--- src/rtl/spi_arbiter_pkg.sv ---
// Shared types and constants for the two-requester SPI arbiter.
// Used by spi_arbiter and rr_pick2.
package spi_arbiter_pkg;

  localparam int DATA_W_DEF  = 32;
  localparam int NBITS_W_DEF = 6;

  localparam logic OWNER_A = 1'b0;
  localparam logic OWNER_B = 1'b1;

  typedef enum logic [1:0] {
    ST_IDLE,
    ST_ISSUE,
    ST_WAIT_BUSY,
    ST_WAIT_DONE
  } state_t;

endpackage

--- src/rtl/rr_pick2.sv ---
// Two-way tie-break: a sole requester wins; on a tie the side not
// granted last wins, or A always wins when FIXED_PRIO is set.
module rr_pick2
  import spi_arbiter_pkg::*;
#(
  parameter bit FIXED_PRIO = 1'b0
) (
  input  logic a_req,
  input  logic b_req,
  input  logic last_grant,
  output logic grant_valid,
  output logic grant_id
);

  always_comb begin
    grant_valid = a_req | b_req;
    grant_id    = OWNER_A;
    unique case (1'b1)
      (a_req & b_req):
        grant_id = FIXED_PRIO ? OWNER_A : ~last_grant;
      (b_req & ~a_req):
        grant_id = OWNER_B;
      default:
        grant_id = OWNER_A;
    endcase
  end

endmodule

--- src/rtl/spi_arbiter.sv ---
// Shares one spi_master between requesters A and B, one transfer per grant.
// Optional transfer watchdog: define SPI_ARB_TIMEOUT_EN.
module spi_arbiter
  import spi_arbiter_pkg::*;
#(
  parameter int DATA_W         = DATA_W_DEF,
  parameter int NBITS_W        = NBITS_W_DEF,
  parameter bit FIXED_PRIO     = 1'b0,
  parameter int TIMEOUT_CYCLES = 4096
) (
  input  logic               CLK12M,
  input  logic               nrst,
  input  logic               a_req,
  input  logic [DATA_W-1:0]  a_wdata,
  input  logic [NBITS_W-1:0] a_nbits,
  output logic               a_ack,
  output logic               a_done,
  output logic [DATA_W-1:0]  a_rdata,
  input  logic               b_req,
  input  logic [DATA_W-1:0]  b_wdata,
  input  logic [NBITS_W-1:0] b_nbits,
  output logic               b_ack,
  output logic               b_done,
  output logic [DATA_W-1:0]  b_rdata,
  output logic               err,
  output logic               busy,
  output logic               owner,
  output logic               spi_request,
  output logic [DATA_W-1:0]  spi_mosi,
  output logic [NBITS_W-1:0] spi_nbits,
  input  logic [DATA_W-1:0]  spi_miso,
  input  logic               spi_ready
);

  state_t state;
  logic   last_grant;
  logic   grant_valid;
  logic   grant_id;

  rr_pick2 #(
    .FIXED_PRIO (FIXED_PRIO)
  ) u_pick (
    .a_req       (a_req),
    .b_req       (b_req),
    .last_grant  (last_grant),
    .grant_valid (grant_valid),
    .grant_id    (grant_id)
  );

`ifdef SPI_ARB_TIMEOUT_EN
  localparam int TW = $clog2(TIMEOUT_CYCLES + 1);
  logic [TW-1:0] tcnt;
  logic          waiting;
  logic          finish_ok;

  assign waiting   = (state == ST_WAIT_BUSY) ||
                     (state == ST_WAIT_DONE);
  assign finish_ok = (state == ST_WAIT_DONE) && spi_ready;
`else
  assign err = 1'b0;
`endif

  always_ff @(posedge CLK12M or negedge nrst) begin
    if (!nrst) begin
      state       <= ST_IDLE;
      last_grant  <= OWNER_B;
      a_ack       <= 1'b0;
      a_done      <= 1'b0;
      a_rdata     <= '0;
      b_ack       <= 1'b0;
      b_done      <= 1'b0;
      b_rdata     <= '0;
      busy        <= 1'b0;
      owner       <= OWNER_A;
      spi_request <= 1'b0;
      spi_mosi    <= '0;
      spi_nbits   <= '0;
`ifdef SPI_ARB_TIMEOUT_EN
      err         <= 1'b0;
      tcnt        <= '0;
`endif
    end else begin
      a_ack       <= 1'b0;
      b_ack       <= 1'b0;
      a_done      <= 1'b0;
      b_done      <= 1'b0;
      spi_request <= 1'b0;
`ifdef SPI_ARB_TIMEOUT_EN
      err         <= 1'b0;
`endif
      unique case (state)
        ST_IDLE: begin
          // master must be idle before a new grant is made
          if (spi_ready && grant_valid) begin
            spi_mosi  <= grant_id ? b_wdata : a_wdata;
            spi_nbits <= grant_id ? b_nbits : a_nbits;
            owner     <= grant_id;
            busy      <= 1'b1;
            a_ack     <= (grant_id == OWNER_A);
            b_ack     <= (grant_id == OWNER_B);
            state     <= ST_ISSUE;
`ifdef SPI_ARB_TIMEOUT_EN
            tcnt      <= '0;
`endif
          end
        end
        ST_ISSUE: begin
          spi_request <= 1'b1;
          state       <= ST_WAIT_BUSY;
        end
        ST_WAIT_BUSY: begin
          if (!spi_ready) state <= ST_WAIT_DONE;
        end
        ST_WAIT_DONE: begin
          if (spi_ready) begin
            if (owner == OWNER_B) begin
              b_rdata <= spi_miso;
              b_done  <= 1'b1;
            end else begin
              a_rdata <= spi_miso;
              a_done  <= 1'b1;
            end
            busy       <= 1'b0;
            last_grant <= owner;
            state      <= ST_IDLE;
          end
        end
        default: state <= ST_IDLE;
      endcase
`ifdef SPI_ARB_TIMEOUT_EN
      // a real completion in the same cycle takes precedence
      if (waiting && !finish_ok) begin
        if (tcnt == TW'(TIMEOUT_CYCLES - 1)) begin
          a_done     <= (owner == OWNER_A);
          b_done     <= (owner == OWNER_B);
          err        <= 1'b1;
          busy       <= 1'b0;
          last_grant <= owner;
          state      <= ST_IDLE;
        end else begin
          tcnt <= tcnt + 1'b1;
        end
      end
`endif
    end
  end

endmodule
--- config.mk ---
export PLATFORM = sky130hd
export DESIGN_NAME = spi_arbiter
export DESIGN_NICKNAME = d
export VERILOG_FILES = /design/src/rtl/spi_arbiter_pkg.sv /design/src/rtl/rr_pick2.sv /design/src/rtl/spi_arbiter.sv
export SDC_FILE = /design/constraint.sdc
export NUM_CORES = 1
export LEC_CHECK = 0
export CAP_MARGIN = 20
export CORE_MARGIN = 1.5
export CORE_UTILIZATION = 40
export CTS_CLUSTER_SIZE = 8
export DETAILED_ROUTE_END_ITERATION = 10
export PLACE_DENSITY = 0.8
export SLEW_MARGIN = 20
export SYNTH_ARGS = -nofsm -noshare
export SYNTH_HDL_FRONTEND = slang
export SYNTH_SLANG_ARGS = --single-unit
--- constraint.sdc ---
create_clock -name CLK12M -period 2.2 [get_ports CLK12M]
set_input_delay 0.33 -clock CLK12M [delete_from_list [all_inputs] [get_ports CLK12M]]
set_output_delay 0.33 -clock CLK12M [all_outputs]
set_load 0.01 [all_outputs]
---- Word-level counts from Yosys, hierarchy flattened ----
Cells that the tools add are included.
word-level totals
  register bits ........................... 112
  bits of input ports ..................... 113
  output and inout port bits .............. 110
  logic and storage cells ................. 56
operators by class
  eq/ne operators ......................... 6
  mux-type cells .......................... 21
  bitwise operators ....................... 7
  reduce and logical (&&, ||, !) cells .... 9
operators with widths
  operator                                       number
  2-to-1 mux 32 bit                              1
  2-to-1 mux 1 bit                               13
  AND reduction 3 bit                            4
  one-hot mux 2 bit (4 select lines)             1
  2-to-1 mux 2 bit                               3
  2-to-1 mux 6 bit                               1
  != test 2 bit, second input constant           3
  == test 2 bit, second input constant           2
  NOT 1 bit                                      4
  one-hot mux 1 bit (2 select lines)             2
  AND reduction 2 bit                            2
  bitwise AND 1 bit                              2
  == test 2 x 1 -> 1 bit, second input constant  1
  logical NOT 2 bit                              1
  nonzero test 2 bit                             1
  logical AND 1 bit                              1
  bitwise OR 1 bit                               1

---- Longest topological paths before layout ----
Gate-level depths: netlist of the first run.
  word-level depth ........................ 6
  gate-level depth with buffers ........... 7
  mapped depth without buffers ............ 5

---- Hierarchy ----
From an unflattened synthesis of the first run, not the netlist that was laid out.
unflattened totals
  cell total of the unflattened synthesis .. 347
  area total of the unflattened synthesis .. 4870.9 um^2
modules (own cells, without submodules)
  module       times used  cells each  area each (um^2)  seq. area each (um^2)
  spi_arbiter  1           345         4857.2            2803.9
  rr_pick2     1           2           13.8              0.0

---- Worst setup path after synthesis of the first run ----
OpenSTA, ideal clock, no wires.
  path kind ............................... register -> register
  start ................................... reg state[0]
  end ..................................... reg state[1]
  setup time .............................. 0.128 ns
  arrival ................................. 1.598 ns
  required time ........................... 2.072 ns
  path slack .............................. 0.474 ns
  cell stages (with the launch flop) ...... 6
  path buffers ............................ 0
  period minus slack after synthesis ...... 1.726 ns
  cell sequence ........................... dfrtp_1 inv_1 ha_1 or3b_1 a31oi_1 mux2_1
between the ends
  longest elaborated chain between the ends .. 3
  elaborated cells on any way between the ends .. 9
  those cells by class .................... 6 x eq/ne; 1 x mux; 2 x reduce/logical
ends and longest elaborated chain
  item                                                       RTL line            text
  from (decl)                                                spi_arbiter.sv:35   state_t state;
  from (signal assigned)                                     spi_arbiter.sv:65   state <= ST_IDLE;
  from (signal assigned)                                     spi_arbiter.sv:101  state <= ST_ISSUE;
  from (signal assigned)                                     spi_arbiter.sv:109  state <= ST_WAIT_BUSY;
  == test 2 bit / logical NOT 2 bit (equally long branches)  spi_arbiter.sv:91   unique case (state)
  != test 2 bit (no source line)                             --
  AND reduction 3 bit (no source line)                       --
Several ways; a longest one is shown, not always the timed one.
A chain may end at the register's enable or synchronous reset.

---- Worst setup path after layout of the first run ----
Same ends and word-level chain as after synthesis.

==> results of run 1 <==
==> where the power goes <==
| group | internal (uW) | switching, uW | total (uW) |
|---|---|---|---|
| Combinational | 2780 | 1680 | 4460 |
| Clock | 712 | 676 | 1390 |
| Sequential | 3030 | 520 | 3550 |
| Total | 6520 | 2880 | 9400 |
==> how the worst min path moves through the flow <==
stage / start / to / slack, ns / depth (start not counted)
5_1_grt: nrst / a_rdata[6] / 0.49 / 2
2_1_floorplan: nrst / a_ack / 0.03 / 0
6_report: nrst / a_rdata[6] / 0.45 / 2
3_3_place_gp: nrst / b_rdata[9] / 0.30 / 1
3_5_place_dp: nrst / b_rdata[6] / 0.31 / 1
4_1_cts: nrst / a_rdata[7] / 0.45 / 2
==> cell usage in the layout, fill, tap and decap left out, types with 2 or more instances in the layout <==
cell type | synthesis | final
clkdlybuf4s50_1 | 0 | 220
dfrtp_1 | 111 | 111
mux2_2 | 64 | 64
a221o_1 | 39 | 39
and2_0 | 22 | 22
and2_1 | 16 | 16
clkbuf_8 | 0 | 11
inv_1 | 7 | 7
buf_4 | 3 | 7
buf_12 | 0 | 6
nand2_1 | 4 | 4
ha_1 | 4 | 4
nand3_2 | 2 | 2
nand3_1 | 2 | 2
a21oi_4 | 0 | 2
clkinv_4 | 0 | 2
bufinv_16 | 0 | 2
==> through the flow <==
| stage | power (uW) | util | instances |
|---|---|---|---|
| detailed placement | 8070 | 0.638 | 661 |
| global route | 9930 | 0.661 | 678 |
| global placement | 7890 | 0.638 | 661 |
| CTS | 9510 | 0.661 | 678 |
| floorplan | 5410 | - | 309 |
| finish | 9400 | 0.661 | 678 |
==> routing by layer <==
layer / share of wire / up-vias / routed length [um] / global-route usage
met5: 0 / - / 0 / 0
met4: 0.023 / 0 / 282 / 0.0818
met3: 0.097 / 23 / 1210 / 0.0849
met2: 0.51 / 164 / 6320 / 0.358
met1: 0.37 / 1734 / 4660 / 0.233
li1: - / 1563 / - / -
==> sequential cells by signal (all words and copies together), names as in the netlist, 2 cells and up <==
name	flops
a_rdata	32
spi_nbits	6
spi_mosi	32
state	2
b_rdata	32
==> area by class of cell <==
type                    instances  area share
multi-input cells             169       0.218
inverters                       7     0.00365
clock buffers                  11      0.0210
clock inverters                 5      0.0120
well taps                     140      0.0243
flip-flops and latches        112       0.390
repair buffers                234       0.331
==> logic make-up (layout without fill, tap and decap cells) <==
family	Yosys count	count (layout)	share of synthesized area
compound gates	47	47	0.0992
fa+ha+maj	4	4	0.0112
flops	112	112	0.625
simple gates	52	52	0.0714
mux	65	65	0.163
other cells	1	1	0.000836
buf+inv	28	257	0.0295
==> worst max-delay path, cell delays in order (launching register included) <==
cell and delay [ns]:
dfrtp_1 0.45, inv_1 0.14, ha_1 0.31, or3b_1 0.40
a31oi_1 0.20, mux2_1 0.33
==> results.md, run 1 <==
- Outcome: completed
- Latest clock arrival within the worst-skew pair: 0.36 ns
- DP Worst Slack: 0.0995 ns
- Async SR Flop Fraction: 1.00
- Critical Path AT: 2.18 ns
- Sink Count: 112
- 1st-iter DRT viols: 126
- WHS: 0.447 ns
- Die W: 109 um
- Layout cells sized above 1: 0.182
- NumNets Final: 650
- Area of all sequential standard cells: 2800 um2
- Setup_tns: 0 ns
- CP Capture Type: register
- Startpoint types: register
- LEAKAGE: 0.00308 uW
- MaxCap Viol Count: 0
- Period utilization: 0.876
- Total gr overflow: 0
- Hpwl dp: 9.28 mm
- Post-CTS Setup Inserts: 0
- Largest net degree at the start of global routing: 54
- CTS resizes: 0
- RR Startpoint: state[0]
- Remaining antenna violation count after routing: 0
- Gr usage total: 0.210
- Distinct cells, synth: 30
- Syn Nets: 426
- Clock buffer count from CTS: 9
- Worst hold path type: in -> async
- Highest Clock Rate: 519 MHz
- I/O pins: 223
- Initial antenna violation count: 0
- Vias: 3,484
- Core Area: 10,900 um2
- CTS tree: done
- Routability cong.: 0.773
- Yosys Warn Count: 0
- Fillers: 821
- Multi-input logic area: 1570 um2
- Most frequent cells after synthesis: 111 x dfrtp_1, 64 x mux2_2, 39 x a221o_1
- Drt total wl: 12.5 mm
- Post-route cell area: 7200 um2
- Worst Path Max Fanout: 7
- First-pass GRT wire length: 18.9 mm
- PortBufs: 221
- Cells after synthesis: 309
- Worst setup path endpoint: state[1]
- Site Rows: 38
- # H-tree levels: 3
- Number of hold-repair buffers added at the cts stage: 1
- Drt pass-1 iters: 4
- Hold violation count in the final report: 0
- Layout Skew: 0.00771 ns
- Reg-to-reg endpoint: state[1]
- Wire per inst: 18.4 um
- Fin crit period: 1.93 ns
- Synth area leaders: dfrtp_1 62%, mux2_2 16%, a221o_1 8.7%
- CTS root buffer: clkbuf_8
- FF-to-FF setup slack: 0.27 ns
- Count leader, synth: dfrtp_1
- Die Ht: 109 um
- Clock transition at the registers of the reported paths: 0.10 ns
- Number of global-route vias before repair: 3,751
- Maximum root-to-sink buffer count: 2
- Vias/cell: 5.14
- RSZ-0062 raised after global routing: no
- Layout area overhead: 60.4%
- Final Max Tran Viols: 0
- Worst Setup Path Type: reg -> reg
- Register area share after synthesis: 0.625
- Post-synth top flop: dfrtp_1
- WP data required: 2.46 ns
- Synth top area share: 0.619
- Number of flops mapped to enable cells by yosys: 0
- Final Setup Violations: 0
- Residual DRC: 0
- Worst setup margin: 0.273 ns
- Placement Cell Area: 6950 um2
- Die ar.: 11,900 um2
- Avg Cell Area, Syn: 14.5 um2
- PD cells: 1310 nW/um2
- Post-synth top area cell: dfrtp_1
- Initial Utilization: 0.412
- Synthesized flop and latch total: 112
- Diodes inserted: 0
- Setup crit start: state[0]
- Cell area after synthesis: 4490 um2
- Max rail drop VDD: 0.727 mV
- Worst Reg-to-Reg Cells: 5
Note: power is estimated with default switching activity, not from simulation.
==> run 2, diff against run 1 <==
- CORE_UTILIZATION: 40 -> 42
- PLACE_DENSITY: 0.8 -> 0.81
- SYNTH_HIERARCHICAL: default -> 1
==> run 2 against run 1 <==
- maximum frequency rose by 9.1%
- flip-flop and latch count did not move
- clock skew fell by 0.0011 ns
- total power rose by 6.7%
- via count rose by 0.89%
- routed wire length fell by 0.72%
- cell count rose by 6.0%
- utilization rose by 0.91 points
- cell area rose by 5.9%
- clock power rose by 19%
- critical path type is now reg -> out
==> results.md, run 2 <==
- Final Max Tran Viols: 0 (unchanged)
- Met3 wire length: 1.01 mm (was 1.21 mm)
- Remaining antenna violation count after routing: 0 (unchanged)
- Drt pass-1 iters: 4 (unchanged)
- Max rail drop VDD: 0.966 mV (was 0.727 mV)
- Worst hold path type: reg -> reg (was in -> async)
- Number of hold-repair buffers added at the cts stage: 1 (unchanged)
- Most frequent cells after synthesis: 111 x dfrtp_1, 58 x mux2_4, 40 x nand2_1, 40 x o21ai_0, 38 x mux2i_1 (was 111 x dfrtp_1, 64 x mux2_2, 39 x a221o_1)
- Distinct cells, synth: 28 (was 30)
- Layout Skew: 0.00661 ns (was 0.00771 ns)
- Avg Cell Area, Syn: 14.0 um2 (was 14.5 um2)
- Layout area overhead: 56.4% (was 60.4%)
- Clock buffer count from CTS: 9 (unchanged)
- Critical-path cell list: clkdlybuf4s50_1 (was inv_1, ha_1, or3b_1, a31oi_1, mux2_1)
- Highest Clock Rate: 566 MHz (was 519 MHz)
- Wire per inst: 17.2 um (was 18.4 um)
- Multi-input logic area: 1920 um2 (was 1570 um2)
- Die ar.: 12,300 um2 (was 11,900 um2)
- Period utilization: 0.803 (was 0.876)
- Yosys Warn Count: 6 (was 0)
- Most frequent cells in the layout: 220 x clkdlybuf4s50_1, 111 x dfrtp_1, 58 x mux2_4 (was 220 x clkdlybuf4s50_1, 111 x dfrtp_1, 64 x mux2_2)
- Layout cells sized above 1: 0.175 (was 0.182)
- Diodes inserted: 0 (unchanged)
- Routability cong.: 0.780 (was 0.773)
- Register area share after synthesis: 0.576 (was 0.625)
- Hold violation count in the final report: 0 (unchanged)
- Fin crit period: 1.77 ns (was 1.93 ns)
- MaxCap Viol Count: 0 (unchanged)
- Post-synth top flop: dfrtp_1 (unchanged)
- Worst Path Max Fanout: 5 (was 7)
- Post-CTS Setup Inserts: 0 (unchanged)
- Top delay family on crit path: buffers and inverters (was flip-flops)
- CTS resizes: 0 (unchanged)
- Sink Count: 112 (unchanged)
- # H-tree levels: 3 (unchanged)
- Metal1 wirelength: 4.98 mm (was 4.66 mm)
- Synthesized flop and latch total: 112 (unchanged)
- Fillers: 809 (was 821)
- Cell area after synthesis: 4870 um2 (was 4490 um2)
- Die Ht: 111 um (was 109 um)
- I/O pins: 223 (unchanged)
- PortBufs: 221 (unchanged)
- Outcome: completed (unchanged)
- Core Area: 11,400 um2 (was 10,900 um2)
- Setup_tns: 0 ns (unchanged)
- Worst path bufs/invs: 1 (unchanged)
- First-pass GRT wire length: 19.6 mm (was 18.9 mm)
- WP data required: 1.87 ns (was 2.46 ns)
- Final Setup Violations: 0 (unchanged)
- Final Core Density: 0.670 (was 0.661)
- Site Rows: 39 (was 38)
- Area of all sequential standard cells: 2800 um2 (unchanged)
- Cells after synthesis: 347 (was 309)
- Number of flops mapped to enable cells by yosys: 0 (unchanged)
- Total gr overflow: 0 (unchanged)
- Hpwl dp: 9.44 mm (was 9.28 mm)
- Met2 wire length: 6.16 mm (was 6.32 mm)
- Regs by FF count: a_rdata x32, b_rdata x32, spi_mosi x32 (unchanged)
- Vias/cell: 4.89 (was 5.14)
- CTS tree: done (unchanged)
- Critical Path AT: 1.44 ns (was 2.18 ns)
- Gr usage total: 0.205 (was 0.210)
- Residual DRC: 0 (unchanged)
- CP Capture Type: primary output (was register)
- Latest clock arrival within the worst-skew pair: 0.35 ns (was 0.36 ns)
- Drt total wl: 12.4 mm (was 12.5 mm)
- LEAKAGE: 0.00358 uW (was 0.00308 uW)
- NumNets Final: 690 (was 650)
- CP max stage delay: 0.61 ns (was 0.45 ns)
- Initial antenna violation count: 0 (unchanged)
- Top Metal Used: met4 (unchanged)
- Commonest non-fill, non-tap cell in the layout: clkdlybuf4s50_1 (unchanged)
- Largest net degree at the start of global routing: 47 (was 54)
- 1st-iter DRT viols: 90 (was 126)
- Clock transition at the registers of the reported paths: 0.07 ns (was 0.10 ns)
- Die W: 111 um (was 109 um)
- Worst Setup Path Type: reg -> out (was reg -> reg)
- Async SR Flop Fraction: 1.00 (unchanged)
- PD cells: 1320 nW/um2 (was 1310 nW/um2)
- Count leader, synth: dfrtp_1 (unchanged)
- Synth top area share: 0.570 (was 0.619)
- Synth area leaders: dfrtp_1 57%, mux2_4 18%, mux2i_1 7.8% (was dfrtp_1 62%, mux2_2 16%, a221o_1 8.7%)
- RSZ-0062 raised after global routing: no (unchanged)
- Number of global-route vias before repair: 3,676 (was 3,751)
- Initial Utilization: 0.428 (was 0.412)
- Maximum root-to-sink buffer count: 2 (unchanged)
- Syn Nets: 465 (was 426)
- Post-synth top area cell: dfrtp_1 (unchanged)
- Startpoint types: register (unchanged)
- CTS root buffer: clkbuf_16 (was clkbuf_8)
- Slowest cell on crit path: clkdlybuf4s50_1 (was dfrtp_1)
- Vias: 3,515 (was 3,484)
## run 2: area by class of cell
type                       count  share of cell area
tap                          143              0.0235
clock buffer                  11              0.0332
timing repair buffer         235               0.314
inverter                       5             0.00246
clock inverter                 4             0.00690
multi-input combinational    209               0.252
sequential                   112               0.368
## run 2: power by group
group,total (uW),switching (uW),internal (uW)
registers,3690,637,3050
clock network,1660,718,943
logic,4680,1720,2970
## run 2: metrics by stage
step / hold WS [ns] / instance area, um2 / total power (uW) / instances / setup WS, ns
4_1_cts: 0.485 / 7620 / 10100 / 719 / 0.399
6_report: 0.479 / 7620 / 10000 / 719 / 0.434
3_3_place_gp: 0.320 / 7300 / 8200 / 703 / 0.341
5_1_grt: 0.503 / 7620 / 10600 / 719 / 0.367
2_1_floorplan: 0.0344 / 4870 / 5740 / 347 / 0.775
3_5_place_dp: 0.324 / 7300 / 8410 / 703 / 0.311
## run 2: final timing paths
| kind | slack, ns | startpoint | depth (start not counted) | to |
|---|---|---|---|---|
| worst max-delay path | 0.43 | owner | 1 | owner |
| worst min-delay path | 0.48 | spi_mosi[7] | 2 | spi_mosi[7] |
| worst max register to register | 0.52 | state[0] | 4 | a_rdata[18] |
| worst min register to register | 0.48 | spi_mosi[7] | 2 | spi_mosi[7] |
| max in group asynchronous | 0.98 | nrst | 3 | spi_mosi[15] |
| min in group asynchronous | 0.52 | nrst | 2 | a_rdata[22] |
## run 2: kinds of logic (layout without fill, tap and decap cells)
logic type | Yosys count | after routing | share of synthesized area
compound gates | 47 | 47 | 0.0509
fa+ha+maj | 5 | 5 | 0.0128
buf+inv | 26 | 255 | 0.0324
flops | 112 | 112 | 0.576
mux | 104 | 104 | 0.275
other cells | 1 | 1 | 0.000770
simple gates | 52 | 52 | 0.0521
## run 2: metal layers
metal	track usage	vias to the layer above
li1	-	1635
met1	0.240	1690
met2	0.355	176
met3	0.0607	14
met4	0.0803	0
met5	0	-
==> run 3, diff against run 2 <==
- clock period: 2.2 -> 1.7 ns (I/O delays scaled with it)
==> run 3 against run 2 <==
- die area unchanged
- sequential power increased by 28%
- cell area increased by 1.3%
- critical path type unchanged
==> results.md, run 3 (same netlist as run 2, synthesis figures left out) <==
- Period utilization: 0.943
- Initial antenna violation count: 0 (unchanged)
- CP max stage delay: 0.57 ns (was 0.61 ns)
- Hpwl dp: 9.25 mm (was 9.44 mm)
- Largest net degree at the start of global routing: 52 (was 47)
- Met1 Usage GRT: 0.254 (was 0.240)
- Clock buffer count from CTS: 9 (unchanged)
- Total power: 13,100 uW (was 10,000 uW)
- CP Capture Type: primary output (unchanged)
- Post-CTS Setup Inserts: 0 (unchanged)
- Worst path bufs/invs: 1 (unchanged)
- LEAKAGE: 0.00363 uW (was 0.00358 uW)
- GRT met2 Usage: 0.358 (was 0.355)
- I/O pins: 223 (unchanged)
- Site Rows: 39 (unchanged)
- Total gr overflow: 0 (unchanged)
- Cells after DPL: 707 (was 703)
- Diodes inserted: 0 (unchanged)
- Layout cells sized above 1: 0.184 (was 0.175)
- Clock transition at the registers of the reported paths: 0.08 ns (was 0.07 ns)
- Worst setup margin: 0.0977 ns (was 0.434 ns)
- Fillers: 817 (was 809)
- GR peak layer: met2 (unchanged)
- Layout Skew: 0.00971 ns (was 0.00661 ns)
- Gr usage total: 0.211 (was 0.205)
- Startpoint types: register (unchanged)
- CTS tree: done (unchanged)
- Routability cong.: 0.779 (was 0.780)
- Worst Path Max Fanout: 5 (unchanged)
- Max rail drop VDD: 1.42 mV (was 0.966 mV)
- Fin crit period: 1.60 ns
- Worst hold path type: in -> async (was reg -> reg)
- Residual DRC: 0 (unchanged)
- Number of global-route vias before repair: 3,776 (was 3,676)
- Sink Count: 112 (unchanged)
- PortBufs: 221 (unchanged)
- RSZ-0062 raised after global routing: no (unchanged)
- WP data required: 1.44 ns (was 1.87 ns)
- WHS: 0.383 ns (was 0.479 ns)
- MaxCap Viol Count: 0 (unchanged)
- Critical-path cell list: clkdlybuf4s50_1 (unchanged)
- Top delay family on crit path: buffers and inverters (unchanged)
- Latest clock arrival within the worst-skew pair: 0.36 ns (was 0.35 ns)
- First-pass GRT wire length: 20.3 mm (was 19.6 mm)
- Most frequent cells in the layout: 220 x clkdlybuf4s50_1, 110 x dfrtp_1, 58 x mux2_4 (was 220 x clkdlybuf4s50_1, 111 x dfrtp_1, 58 x mux2_4)
- Outcome: completed (unchanged)
- # H-tree levels: 3 (unchanged)
- Hold violation count in the final report: 0 (unchanged)
- Critical Path AT: 1.35 ns (was 1.44 ns)
- 1st-iter DRT viols: 146 (was 90)
- Slowest cell on crit path: clkdlybuf4s50_1 (unchanged)
- GR Util met3: 0.0776 (was 0.0607)
- Highest Clock Rate: 624 MHz
- Drt total wl: 12.4 mm (about the same)
- NumNets Final: 694 (was 690)
- DP Worst Slack: -0.0607 ns (was 0.311 ns)
- Vias/cell: 4.88 (was 4.89)
- Final Setup Violations: 0 (unchanged)
- PD cells: 1690 nW/um2 (was 1320 nW/um2)
- Initial Utilization: 0.428 (unchanged)
- CTS root buffer: clkbuf_16 (unchanged)
- Layout area overhead: 58.4% (was 56.4%)
- Core Area: 11,400 um2 (unchanged)
- Maximum root-to-sink buffer count: 2 (unchanged)
- Wire per inst: 17.1 um (was 17.2 um)
- Commonest non-fill, non-tap cell in the layout: clkdlybuf4s50_1 (unchanged)
- Final Max Tran Viols: 0 (unchanged)
- Regs by FF count: a_rdata x32, b_rdata x32, spi_mosi x32 (unchanged)
- Die ar.: 12,300 um2 (unchanged)
- Die Ht: 111 um (unchanged)
- Drt pass-1 iters: 4 (unchanged)
- Worst Setup Path Type: reg -> out (unchanged)
- Non-Filler Instances: 724 (was 719)
- Vias: 3,534 (was 3,515)
- Die W: 111 um (unchanged)
- Remaining antenna violation count after routing: 0 (unchanged)
-- run 3: cell type report --
type / count / area, um2 / area share
timing repair buffer: 239 / 2470 / 0.320
tap: 143 / 179 / 0.0232
sequential: 112 / 2810 / 0.363
inverter: 5 / 18.8 / 0.00243
clock buffer: 10 / 239 / 0.0310
clock inverter: 6 / 75.1 / 0.00973
multi-input combinational: 209 / 1930 / 0.250
-- run 3: per-layer routing --
metal / share of wire / up-vias / routed length (um)
li1: - / 1650 / -
met1: 0.42 / 1703 / 5150
met2: 0.49 / 169 / 6090
met3: 0.080 / 12 / 995
met4: 0.014 / 0 / 175
met5: 0 / - / 0
-- run 3: timing repair --
item / 4_1_cts / 5_1_grt
hold buffers: 1 / 0
endpoints found under the setup margin: 1 / 1
resized for setup: 1 / 1
hold endpoints to repair: 26 / 0
cloned: 0 / 0
-- run 3: path summary, 6_finish.rpt --
kind	slack [ns]	endpoint	cells after the start	startpoint
max in group asynchronous	0.68	last_grant	3	nrst
min	0.38	b_rdata[11]	2	nrst
max reg2reg	0.13	b_rdata[20]	4	state[0]
min reg2reg	0.48	spi_mosi[23]	2	spi_mosi[23]
max	0.1	owner	1	owner
min in group CLK12M	0.48	spi_mosi[23]	2	spi_mosi[23]
-- run 3: metrics by stage --
stage               setup TNS, ns  instance area (um2)  utilization
floorplan                       0                 4870            -
global placement           -0.111                 7380        0.649
detailed placement         -0.769                 7380        0.649
CTS                             0                 7710        0.678
global route                    0                 7720        0.679
finish                          0                 7720        0.679
-- run 3: power by group --
part / leakage (uW) / switching [uW] / internal [uW]
Combinational: 0.00209 / 2260 / 3900
Clock: 0.000152 / 995 / 1210
Sequential: 0.00138 / 767 / 3950
